==> src/rtl/pgm_ddram_arbiter_pkg.sv <==
// Shared types and address helpers for the PGM DDRAM arbiter and read-cache blocks.
package pgm_ddr_pkg;

    typedef enum logic [1:0] {IDLE, WR_ISSUE, RD_ISSUE, RD_WAIT} arb_state_t;

    localparam logic [28:0] ADDR_BASE_DEF = 29'h0600_0000;
    localparam int          BYTE_AW       = 27;

    // 8-byte word address inside the ROM region; the add wraps modulo 2^29.
    function automatic logic [28:0] word_addr(input logic [28:0] base, input logic [23:0] word);
        return base + {5'b0, word};
    endfunction

    function automatic logic [7:0] byte_en(input logic [1:0] halfword);
        return 8'b11 << {halfword, 1'b0};
    endfunction

endpackage

==> src/rtl/pgm_ddram_arbiter_if.sv <==
// Client-side bus (ioctl writer + read requesters) and DDRAM Avalon-side bus.
interface pgm_client_if #(parameter int N_RD = 3);
    logic              wr_req;
    logic [26:0]       wr_addr;
    logic [15:0]       wr_data;
    logic              wr_wait;
    logic [N_RD-1:0]   rd_req;
    logic [N_RD*27-1:0] rd_addr;
    logic [N_RD-1:0]   rd_ack;
    logic [63:0]       rd_data;
    logic              rd_err;

    modport master (output wr_req, wr_addr, wr_data, rd_req, rd_addr,
                    input  wr_wait, rd_ack, rd_data, rd_err);
    modport slave  (input  wr_req, wr_addr, wr_data, rd_req, rd_addr,
                    output wr_wait, rd_ack, rd_data, rd_err);
endinterface

interface pgm_ddram_if;
    logic [28:0] ddram_addr;
    logic        ddram_rd;
    logic        ddram_we;
    logic [63:0] ddram_din;
    logic [7:0]  ddram_be;
    logic        ddram_busy;
    logic [63:0] ddram_dout;
    logic        ddram_dout_ready;

    modport master (output ddram_addr, ddram_rd, ddram_we, ddram_din, ddram_be,
                    input  ddram_busy, ddram_dout, ddram_dout_ready);
    modport slave  (input  ddram_addr, ddram_rd, ddram_we, ddram_din, ddram_be,
                    output ddram_busy, ddram_dout, ddram_dout_ready);
endinterface

==> src/rtl/pgm_ddram_arbiter_rr.sv <==
// Round-robin picker: search starts at ptr_q, which advances past each granted index.
module pgm_rr_arbiter #(
    parameter int N  = 3,
    parameter int IW = (N > 1) ? $clog2(N) : 1
) (
    input  logic          clk,
    input  logic          rst,
    input  logic [N-1:0]  req,
    input  logic          grant_en,
    output logic [N-1:0]  grant,
    output logic [IW-1:0] grant_idx,
    output logic          any
);
    logic [IW-1:0] ptr_q, ptr_d;

    always_comb begin
        int j;
        j         = 0;
        grant     = '0;
        grant_idx = '0;
        any       = 1'b0;
        for (int k = 0; k < N; k++) begin
            j = (int'(ptr_q) + k) % N;
            if (!any && req[j]) begin
                any       = 1'b1;
                grant[j]  = 1'b1;
                grant_idx = IW'(j);
            end
        end
    end

    always_comb begin
        ptr_d = ptr_q;
        if (grant_en && any)
            ptr_d = (grant_idx == IW'(N - 1)) ? '0 : grant_idx + 1'b1;
    end

    always_ff @(posedge clk or posedge rst) begin
        if (rst) ptr_q <= '0;
        else     ptr_q <= ptr_d;
    end
endmodule

==> src/rtl/pgm_ddram_arbiter.sv <==
// Shares one DDRAM Avalon port between the ioctl ROM writer and N_RD single-beat readers.
module pgm_ddram_arbiter
    import pgm_ddr_pkg::*;
#(
    parameter int          N_RD       = 3,
    parameter logic [28:0] ADDR_BASE  = ADDR_BASE_DEF,
    parameter int          RD_TIMEOUT = 1023
) (
    input  logic           fixed_50m_clk,
    input  logic           reset,
    pgm_client_if.slave    cl,
    pgm_ddram_if.master    ddr,
    output logic           busy_led
);
    localparam int IW = (N_RD > 1) ? $clog2(N_RD) : 1;
    localparam int TW = $clog2(RD_TIMEOUT + 1);

    arb_state_t       state_q, state_d;
    logic             hold_full_q, hold_full_d;
    logic [26:1]      hold_addr_q, hold_addr_d;
    logic [15:0]      hold_data_q, hold_data_d;
    logic             wr_wait_q, wr_wait_d;
    logic [IW-1:0]    req_idx_q, req_idx_d;
    logic [TW-1:0]    timer_q, timer_d;
    logic [28:0]      addr_q, addr_d;
    logic             rd_q, rd_d, we_q, we_d;
    logic [63:0]      din_q, din_d;
    logic [7:0]       be_q, be_d;
    logic [N_RD-1:0]  rd_ack_q, rd_ack_d;
    logic [63:0]      rd_data_q, rd_data_d;
    logic             rd_err_q, rd_err_d;
    logic             busy_led_q, busy_led_d;

    logic [N_RD-1:0]  rr_grant;
    logic [IW-1:0]    rr_idx;
    logic             rr_any;
    logic             rr_en;
    logic [23:0]      rd_word;

    // A full write holder always beats pending reads in IDLE.
    assign rr_en   = (state_q == IDLE) && !hold_full_q;
    assign rd_word = cl.rd_addr[int'(rr_idx)*27 + 3 +: 24];

    pgm_rr_arbiter #(.N(N_RD), .IW(IW)) u_rr (
        .clk       (fixed_50m_clk),
        .rst       (reset),
        .req       (cl.rd_req),
        .grant_en  (rr_en),
        .grant     (rr_grant),
        .grant_idx (rr_idx),
        .any       (rr_any)
    );

    always_comb begin
        state_d     = state_q;
        hold_full_d = hold_full_q;
        hold_addr_d = hold_addr_q;
        hold_data_d = hold_data_q;
        req_idx_d   = req_idx_q;
        timer_d     = timer_q;
        addr_d      = addr_q;
        rd_d        = rd_q;
        we_d        = we_q;
        din_d       = din_q;
        be_d        = be_q;
        rd_ack_d    = '0;
        rd_data_d   = rd_data_q;
        rd_err_d    = rd_err_q;

        // A strobe arriving while the holder is full is dropped.
        if (cl.wr_req && !hold_full_q) begin
            hold_full_d = 1'b1;
            hold_addr_d = cl.wr_addr[26:1];
            hold_data_d = cl.wr_data;
        end

        case (state_q)
            IDLE: begin
                if (hold_full_q) begin
                    state_d = WR_ISSUE;
                    we_d    = 1'b1;
                    addr_d  = word_addr(ADDR_BASE, hold_addr_q[26:3]);
                    din_d   = {4{hold_data_q}};
                    be_d    = byte_en(hold_addr_q[2:1]);
                end else if (rr_any) begin
                    state_d   = RD_ISSUE;
                    rd_d      = 1'b1;
                    addr_d    = word_addr(ADDR_BASE, rd_word);
                    be_d      = 8'hFF;
                    req_idx_d = rr_idx;
                end
            end
            WR_ISSUE: begin
                if (!ddr.ddram_busy) begin
                    we_d        = 1'b0;
                    hold_full_d = 1'b0;
                    state_d     = IDLE;
                end
            end
            RD_ISSUE: begin
                if (!ddr.ddram_busy) begin
                    rd_d    = 1'b0;
                    timer_d = '0;
                    state_d = RD_WAIT;
                end
            end
            RD_WAIT: begin
                timer_d = timer_q + 1'b1;
                if (ddr.ddram_dout_ready) begin
                    rd_ack_d  = N_RD'(1) << req_idx_q;
                    rd_data_d = ddr.ddram_dout;
                    state_d   = IDLE;
                end else if (timer_q == TW'(RD_TIMEOUT)) begin
                    rd_ack_d  = N_RD'(1) << req_idx_q;
                    rd_data_d = '1;
                    rd_err_d  = 1'b1;
                    state_d   = IDLE;
                end
            end
            default: state_d = IDLE;
        endcase

        wr_wait_d  = hold_full_d;
        busy_led_d = (state_d != IDLE);
    end

    always_ff @(posedge fixed_50m_clk or posedge reset) begin
        if (reset) begin
            state_q     <= IDLE;
            hold_full_q <= 1'b0;
            hold_addr_q <= '0;
            hold_data_q <= '0;
            wr_wait_q   <= 1'b0;
            req_idx_q   <= '0;
            timer_q     <= '0;
            addr_q      <= '0;
            rd_q        <= 1'b0;
            we_q        <= 1'b0;
            din_q       <= '0;
            be_q        <= '0;
            rd_ack_q    <= '0;
            rd_data_q   <= '0;
            rd_err_q    <= 1'b0;
            busy_led_q  <= 1'b0;
        end else begin
            state_q     <= state_d;
            hold_full_q <= hold_full_d;
            hold_addr_q <= hold_addr_d;
            hold_data_q <= hold_data_d;
            wr_wait_q   <= wr_wait_d;
            req_idx_q   <= req_idx_d;
            timer_q     <= timer_d;
            addr_q      <= addr_d;
            rd_q        <= rd_d;
            we_q        <= we_d;
            din_q       <= din_d;
            be_q        <= be_d;
            rd_ack_q    <= rd_ack_d;
            rd_data_q   <= rd_data_d;
            rd_err_q    <= rd_err_d;
            busy_led_q  <= busy_led_d;
        end
    end

    assign cl.wr_wait     = wr_wait_q;
    assign cl.rd_ack      = rd_ack_q;
    assign cl.rd_data     = rd_data_q;
    assign cl.rd_err      = rd_err_q;
    assign ddr.ddram_addr = addr_q;
    assign ddr.ddram_rd   = rd_q;
    assign ddr.ddram_we   = we_q;
    assign ddr.ddram_din  = din_q;
    assign ddr.ddram_be   = be_q;
    assign busy_led       = busy_led_q;
endmodule
==> src/flat_wrapper.sv <==
// flat-port wrapper written by rule: the top's interface ports become plain ports
module pgm_ddram_arbiter_flat import pgm_ddr_pkg::*;
#(
    parameter int          N_RD       = 3,
    parameter logic [28:0] ADDR_BASE  = ADDR_BASE_DEF,
    parameter int          RD_TIMEOUT = 1023
)
  (fixed_50m_clk, reset, busy_led, cl_wr_req, cl_wr_addr, cl_wr_data, cl_rd_req, cl_rd_addr, cl_wr_wait, cl_rd_ack, cl_rd_data, cl_rd_err, ddr_ddram_addr, ddr_ddram_rd, ddr_ddram_we, ddr_ddram_din, ddr_ddram_be, ddr_ddram_busy, ddr_ddram_dout, ddr_ddram_dout_ready);
  pgm_client_if #(.N_RD(N_RD)) cl_i ();
  pgm_ddram_if ddr_i ();
  input  logic fixed_50m_clk;
  input  logic reset;
  output logic busy_led;
  input wire logic [$bits(cl_i.wr_req)-1:0] cl_wr_req;
  input wire logic [$bits(cl_i.wr_addr)-1:0] cl_wr_addr;
  input wire logic [$bits(cl_i.wr_data)-1:0] cl_wr_data;
  input wire logic [$bits(cl_i.rd_req)-1:0] cl_rd_req;
  input wire logic [$bits(cl_i.rd_addr)-1:0] cl_rd_addr;
  output wire logic [$bits(cl_i.wr_wait)-1:0] cl_wr_wait;
  output wire logic [$bits(cl_i.rd_ack)-1:0] cl_rd_ack;
  output wire logic [$bits(cl_i.rd_data)-1:0] cl_rd_data;
  output wire logic [$bits(cl_i.rd_err)-1:0] cl_rd_err;
  output wire logic [$bits(ddr_i.ddram_addr)-1:0] ddr_ddram_addr;
  output wire logic [$bits(ddr_i.ddram_rd)-1:0] ddr_ddram_rd;
  output wire logic [$bits(ddr_i.ddram_we)-1:0] ddr_ddram_we;
  output wire logic [$bits(ddr_i.ddram_din)-1:0] ddr_ddram_din;
  output wire logic [$bits(ddr_i.ddram_be)-1:0] ddr_ddram_be;
  input wire logic [$bits(ddr_i.ddram_busy)-1:0] ddr_ddram_busy;
  input wire logic [$bits(ddr_i.ddram_dout)-1:0] ddr_ddram_dout;
  input wire logic [$bits(ddr_i.ddram_dout_ready)-1:0] ddr_ddram_dout_ready;
  assign cl_i.wr_req = cl_wr_req;
  assign cl_i.wr_addr = cl_wr_addr;
  assign cl_i.wr_data = cl_wr_data;
  assign cl_i.rd_req = cl_rd_req;
  assign cl_i.rd_addr = cl_rd_addr;
  assign cl_wr_wait = cl_i.wr_wait;
  assign cl_rd_ack = cl_i.rd_ack;
  assign cl_rd_data = cl_i.rd_data;
  assign cl_rd_err = cl_i.rd_err;
  assign ddr_ddram_addr = ddr_i.ddram_addr;
  assign ddr_ddram_rd = ddr_i.ddram_rd;
  assign ddr_ddram_we = ddr_i.ddram_we;
  assign ddr_ddram_din = ddr_i.ddram_din;
  assign ddr_ddram_be = ddr_i.ddram_be;
  assign ddr_i.ddram_busy = ddr_ddram_busy;
  assign ddr_i.ddram_dout = ddr_ddram_dout;
  assign ddr_i.ddram_dout_ready = ddr_ddram_dout_ready;
  pgm_ddram_arbiter #(.N_RD(N_RD), .ADDR_BASE(ADDR_BASE), .RD_TIMEOUT(RD_TIMEOUT)) u_core (.fixed_50m_clk(fixed_50m_clk), .reset(reset), .cl(cl_i), .ddr(ddr_i), .busy_led(busy_led));
endmodule
==> config.mk <==
export PLATFORM = sky130hd
export DESIGN_NAME = pgm_ddram_arbiter_flat
export DESIGN_NICKNAME = d
export VERILOG_FILES = /design/src/rtl/pgm_ddram_arbiter_pkg.sv /design/src/rtl/pgm_ddram_arbiter_if.sv /design/src/rtl/pgm_ddram_arbiter_rr.sv /design/src/rtl/pgm_ddram_arbiter.sv /design/src/flat_wrapper.sv
export SDC_FILE = /design/constraint.sdc
export NUM_CORES = 1
export LEC_CHECK = 0
export ABC_AREA = 1
export CAP_MARGIN = 20
export CORE_MARGIN = 2
export CORE_UTILIZATION = 40
export CTS_CLUSTER_DIAMETER = 40
export DETAILED_ROUTE_END_ITERATION = 6
export PLACE_DENSITY = 0.69
export REMOVE_ABC_BUFFERS = 1
export SKIP_CTS_REPAIR_TIMING = 1
export SLEW_MARGIN = 10
export SYNTH_ARGS = -nofsm -noshare
export SYNTH_HDL_FRONTEND = slang
export SYNTH_SLANG_ARGS = --single-unit
export TNS_END_PERCENT = 100
==> constraint.sdc <==
create_clock -name fixed_50m_clk -period 8.53 [get_ports fixed_50m_clk]
set_clock_uncertainty 0.1 [all_clocks]
set_input_delay 2.1325 -clock fixed_50m_clk [delete_from_list [all_inputs] [get_ports fixed_50m_clk]]
set_output_delay 2.1325 -clock fixed_50m_clk [all_outputs]
set_load 0.02 [all_outputs]
==> run metrics <==
f_max 157 MHz; synthesized netlist cell count 1957; fin. max-slew vios 0; Global Route Usage Sum a little over a quarter; GR Overflow Total 0; Crit. End Element flop; Post-Syn Area roughly 13000 µm²; Root Driver clkbuf_16; Die H 182 µm; Clock Pin Slew Worst Setup and Hold Paths 0.07 ns; Final setup viols 0; Final Hold Vio Count 0; DP Worst Slack between 1.5 and 2 ns; share of layout cells above drive strength 1 5.15%; Worst-Margin Slew 0.999 ns; Final Instance Area 16600 µm²; Worst Setup Start Kind input pin; Max Root-Sink Buffers 2; outcome complete, no violations; global-route wire length before repair 69.2 mm; initial antenna violation count 1; total iterations of the first detailed-routing run 6; Num Clock Sinks between 150 and 200; largest net degree at the start of global routing just under 100; final worst-path cycle share 74.7%; relative slew slack 33.2%; sequential area share after synthesis 34.5%; RSZ-0062 raised after global routing false; via count 13656; number of cells on the worst reg-to-reg path 22; Post-Route WL 44.1 mm; most frequent cell after synthesis nand2_1; vias in the first global route 12815; area delta synth->final 30.6%; Routability Congestion 0.917; hold path cells 2; top cells by count, synth 569 x nand2_1, 355 x nand3_1, 205 x nor2_1; Util after Layout between 50% and 60%; num rows 65; Warnings, synthesis 0; clk_lat worst skew 0.43 ns; Starting Density 40.4%; H-tree levels 4; synth unique cells 35; area leader, netlist dfrtp_1; Die ar. ~33000 µm²; post-route ant nets 0; Vias/cell 5.26; area share of the largest cell type after synthesis between 30 and 40%; Placeable Area 31400 µm²; Post-Layout Cell Count between 2000 and 3000; I/O Pins between 300 and 400; IO buf count 361; EDFF count, synth 0; flops & latches, synth 175; CTS buffer count 17; placed inst area 16000 µm²; Area contributors post-synth dfrtp_1 34%, nand2_1 17%, nand3_1 14%, nor2_1 6.1%, buf_4 4.2%; WP data arrival 6.63 ns; fin worst setup slack 2.16 ns; CTS tree done; critical path class in2reg; Placed Cells between 2000 and 3000; async set-reset flop share out of synthesis 100%; minimum clock period between 6 and 7 ns; Worst Hold Class reg2reg; drt initial violations 1181; routed len/inst ~17 µm; Final #Nets roughly 2400; critical path required time 8.79 ns; Detailed Place HPWL 32.4 mm; Max FO, Critical Path 38; DIE WIDTH 182 µm; Avg Cell Area, Syn between 6 and 7 µm²; maximum capacitance violations 0; DRC 0; Most used DFF post-synth dfrtp_1
## cell type report
cell class              instances  area (µm²)
multi-input cells            1459        6770
flip-flops and latches        175        4380
clock buffers                  18         429
clock inverters                13         129
inverters                     144         546
repair buffers                384        3830
fillers                      3127       14800
diodes                          1        2.50
well taps                     402         503
## metrics by stage
step           hold WS [ns]  TNS, ns
2_1_floorplan         0.336   -38.82
3_3_place_gp          0.351        0
3_5_place_dp          0.359        0
4_1_cts               0.385        0
5_1_grt               0.403        0
6_report              0.380        0
## critical path, stage by stage
cell	delay, ns
clkdlybuf4s50_1	0.55
inv_2	0.07
o21ai_0	0.21
nand2_2	0.11
nand3_4	0.12
nor2_1	0.05
nor2_1	0.35
inv_1	0.13
ha_2	0.49
inv_2	0.08
nand3_4	0.17
nand2_4	0.17
inv_2	0.53
buf_16	0.26
nand2_1	0.07
nand2_1	0.10
nand2_1	0.08
a21oi_1	0.23
nor2_1	0.09
o21ai_1	0.26
nand2_1	0.19
a21oi_1	0.15
## state kept, by name (all words and copies together), names as in the netlist
register / cells
u_core.cl.rd_data: 64
u_core.hold_addr_q: 26
u_core.ddr.ddram_addr: 25
u_core.ddr.ddram_din: 16
u_core.hold_data_q: 16
u_core.timer_q: 10
u_core.ddr.ddram_be: 4
u_core.cl.rd_ack: 3
u_core.req_idx_q: 2
u_core.state_q: 2
u_core.u_rr.ptr_q: 2
u_core.busy_led: 1
u_core.cl.rd_err: 1
u_core.ddr.ddram_rd: 1
u_core.ddr.ddram_we: 1
u_core.hold_full_q: 1
## cell families (layout without fill, tap and decap cells)
| group | count (synthesis) | in the layout | synth area share [%] |
|---|---|---|---|
| fa+ha+maj | 10 | 10 | 0.986 |
| flops | 175 | 175 | 34.5 |
| mux | 26 | 26 | 2.31 |
| simple gates | 1231 | 1231 | 41.8 |
| buf+inv | 325 | 559 | 12.4 |
| other cells | 1 | 4 | 0.0295 |
| compound gates | 189 | 189 | 7.97 |
## metal layers
layer / part of all wire, % / vias up / track usage [%]
met5: 0 / - / 0
met4: 2.2 / 0 / 7.32
met3: 7.0 / 60 / 4.69
met2: 46 / 548 / 41.9
met1: 45 / 6294 / 36.6
li1: - / 6754 / -
## placed cells by master (no fill, tap or decap), types with 2 or more instances in the layout
cell type / Yosys / layout
nand3_4: 3 / 3
nor3_1: 71 / 71
a21oi_1: 64 / 64
or2_2: 4 / 4
clkinv_1: 2 / 2
clkinvlp_4: 0 / 2
clkdlybuf4s50_1: 0 / 361
o211ai_1: 4 / 4
o21ai_1: 29 / 29
nand2_4: 5 / 5
nor2_1: 205 / 203
mux2_2: 26 / 26
inv_6: 0 / 6
dfrtp_1: 175 / 175
o32ai_1: 2 / 2
nand2_1: 569 / 566
a31oi_1: 5 / 5
o311ai_0: 4 / 4
o31ai_1: 3 / 3
o21ai_0: 71 / 71
nand4_1: 11 / 11
inv_1: 135 / 132
clkbuf_16: 0 / 17
buf_4: 71 / 20
o22ai_1: 4 / 4
conb_1: 1 / 3
ha_1: 10 / 9
nand3_1: 355 / 355
nand3b_1: 5 / 5
nand2_2: 1 / 4
inv_2: 7 / 9
nand3_2: 2 / 2
clkinv_4: 0 / 4
## worst paths after layout
path,from,end,slack (ns)
worst max register to register,u_core.u_rr.ptr_q[0]$_DFFE_PP0P_,u_core.ddr.ddram_addr[14]$_DFFE_PP0P_,3.57
worst min register to register,u_core.hold_data_q[0]$_DFFE_PP0P_,u_core.ddr.ddram_din[48]$_DFFE_PP0P_,0.38
worst max-delay path,cl_rd_req[2],u_core.ddr.ddram_addr[14]$_DFFE_PP0P_,2.16
max in group asynchronous,reset,u_core.u_rr.ptr_q[0]$_DFFE_PP0P_,5.10
min in group asynchronous,reset,u_core.cl.rd_data[18]$_DFFE_PP0P_,2.00
worst min-delay path,u_core.hold_data_q[0]$_DFFE_PP0P_,u_core.ddr.ddram_din[48]$_DFFE_PP0P_,0.38
Power is left out: the tool's default activity adds up to more than one toggle a clock period on the data nets, which glitch-free logic cannot reach.
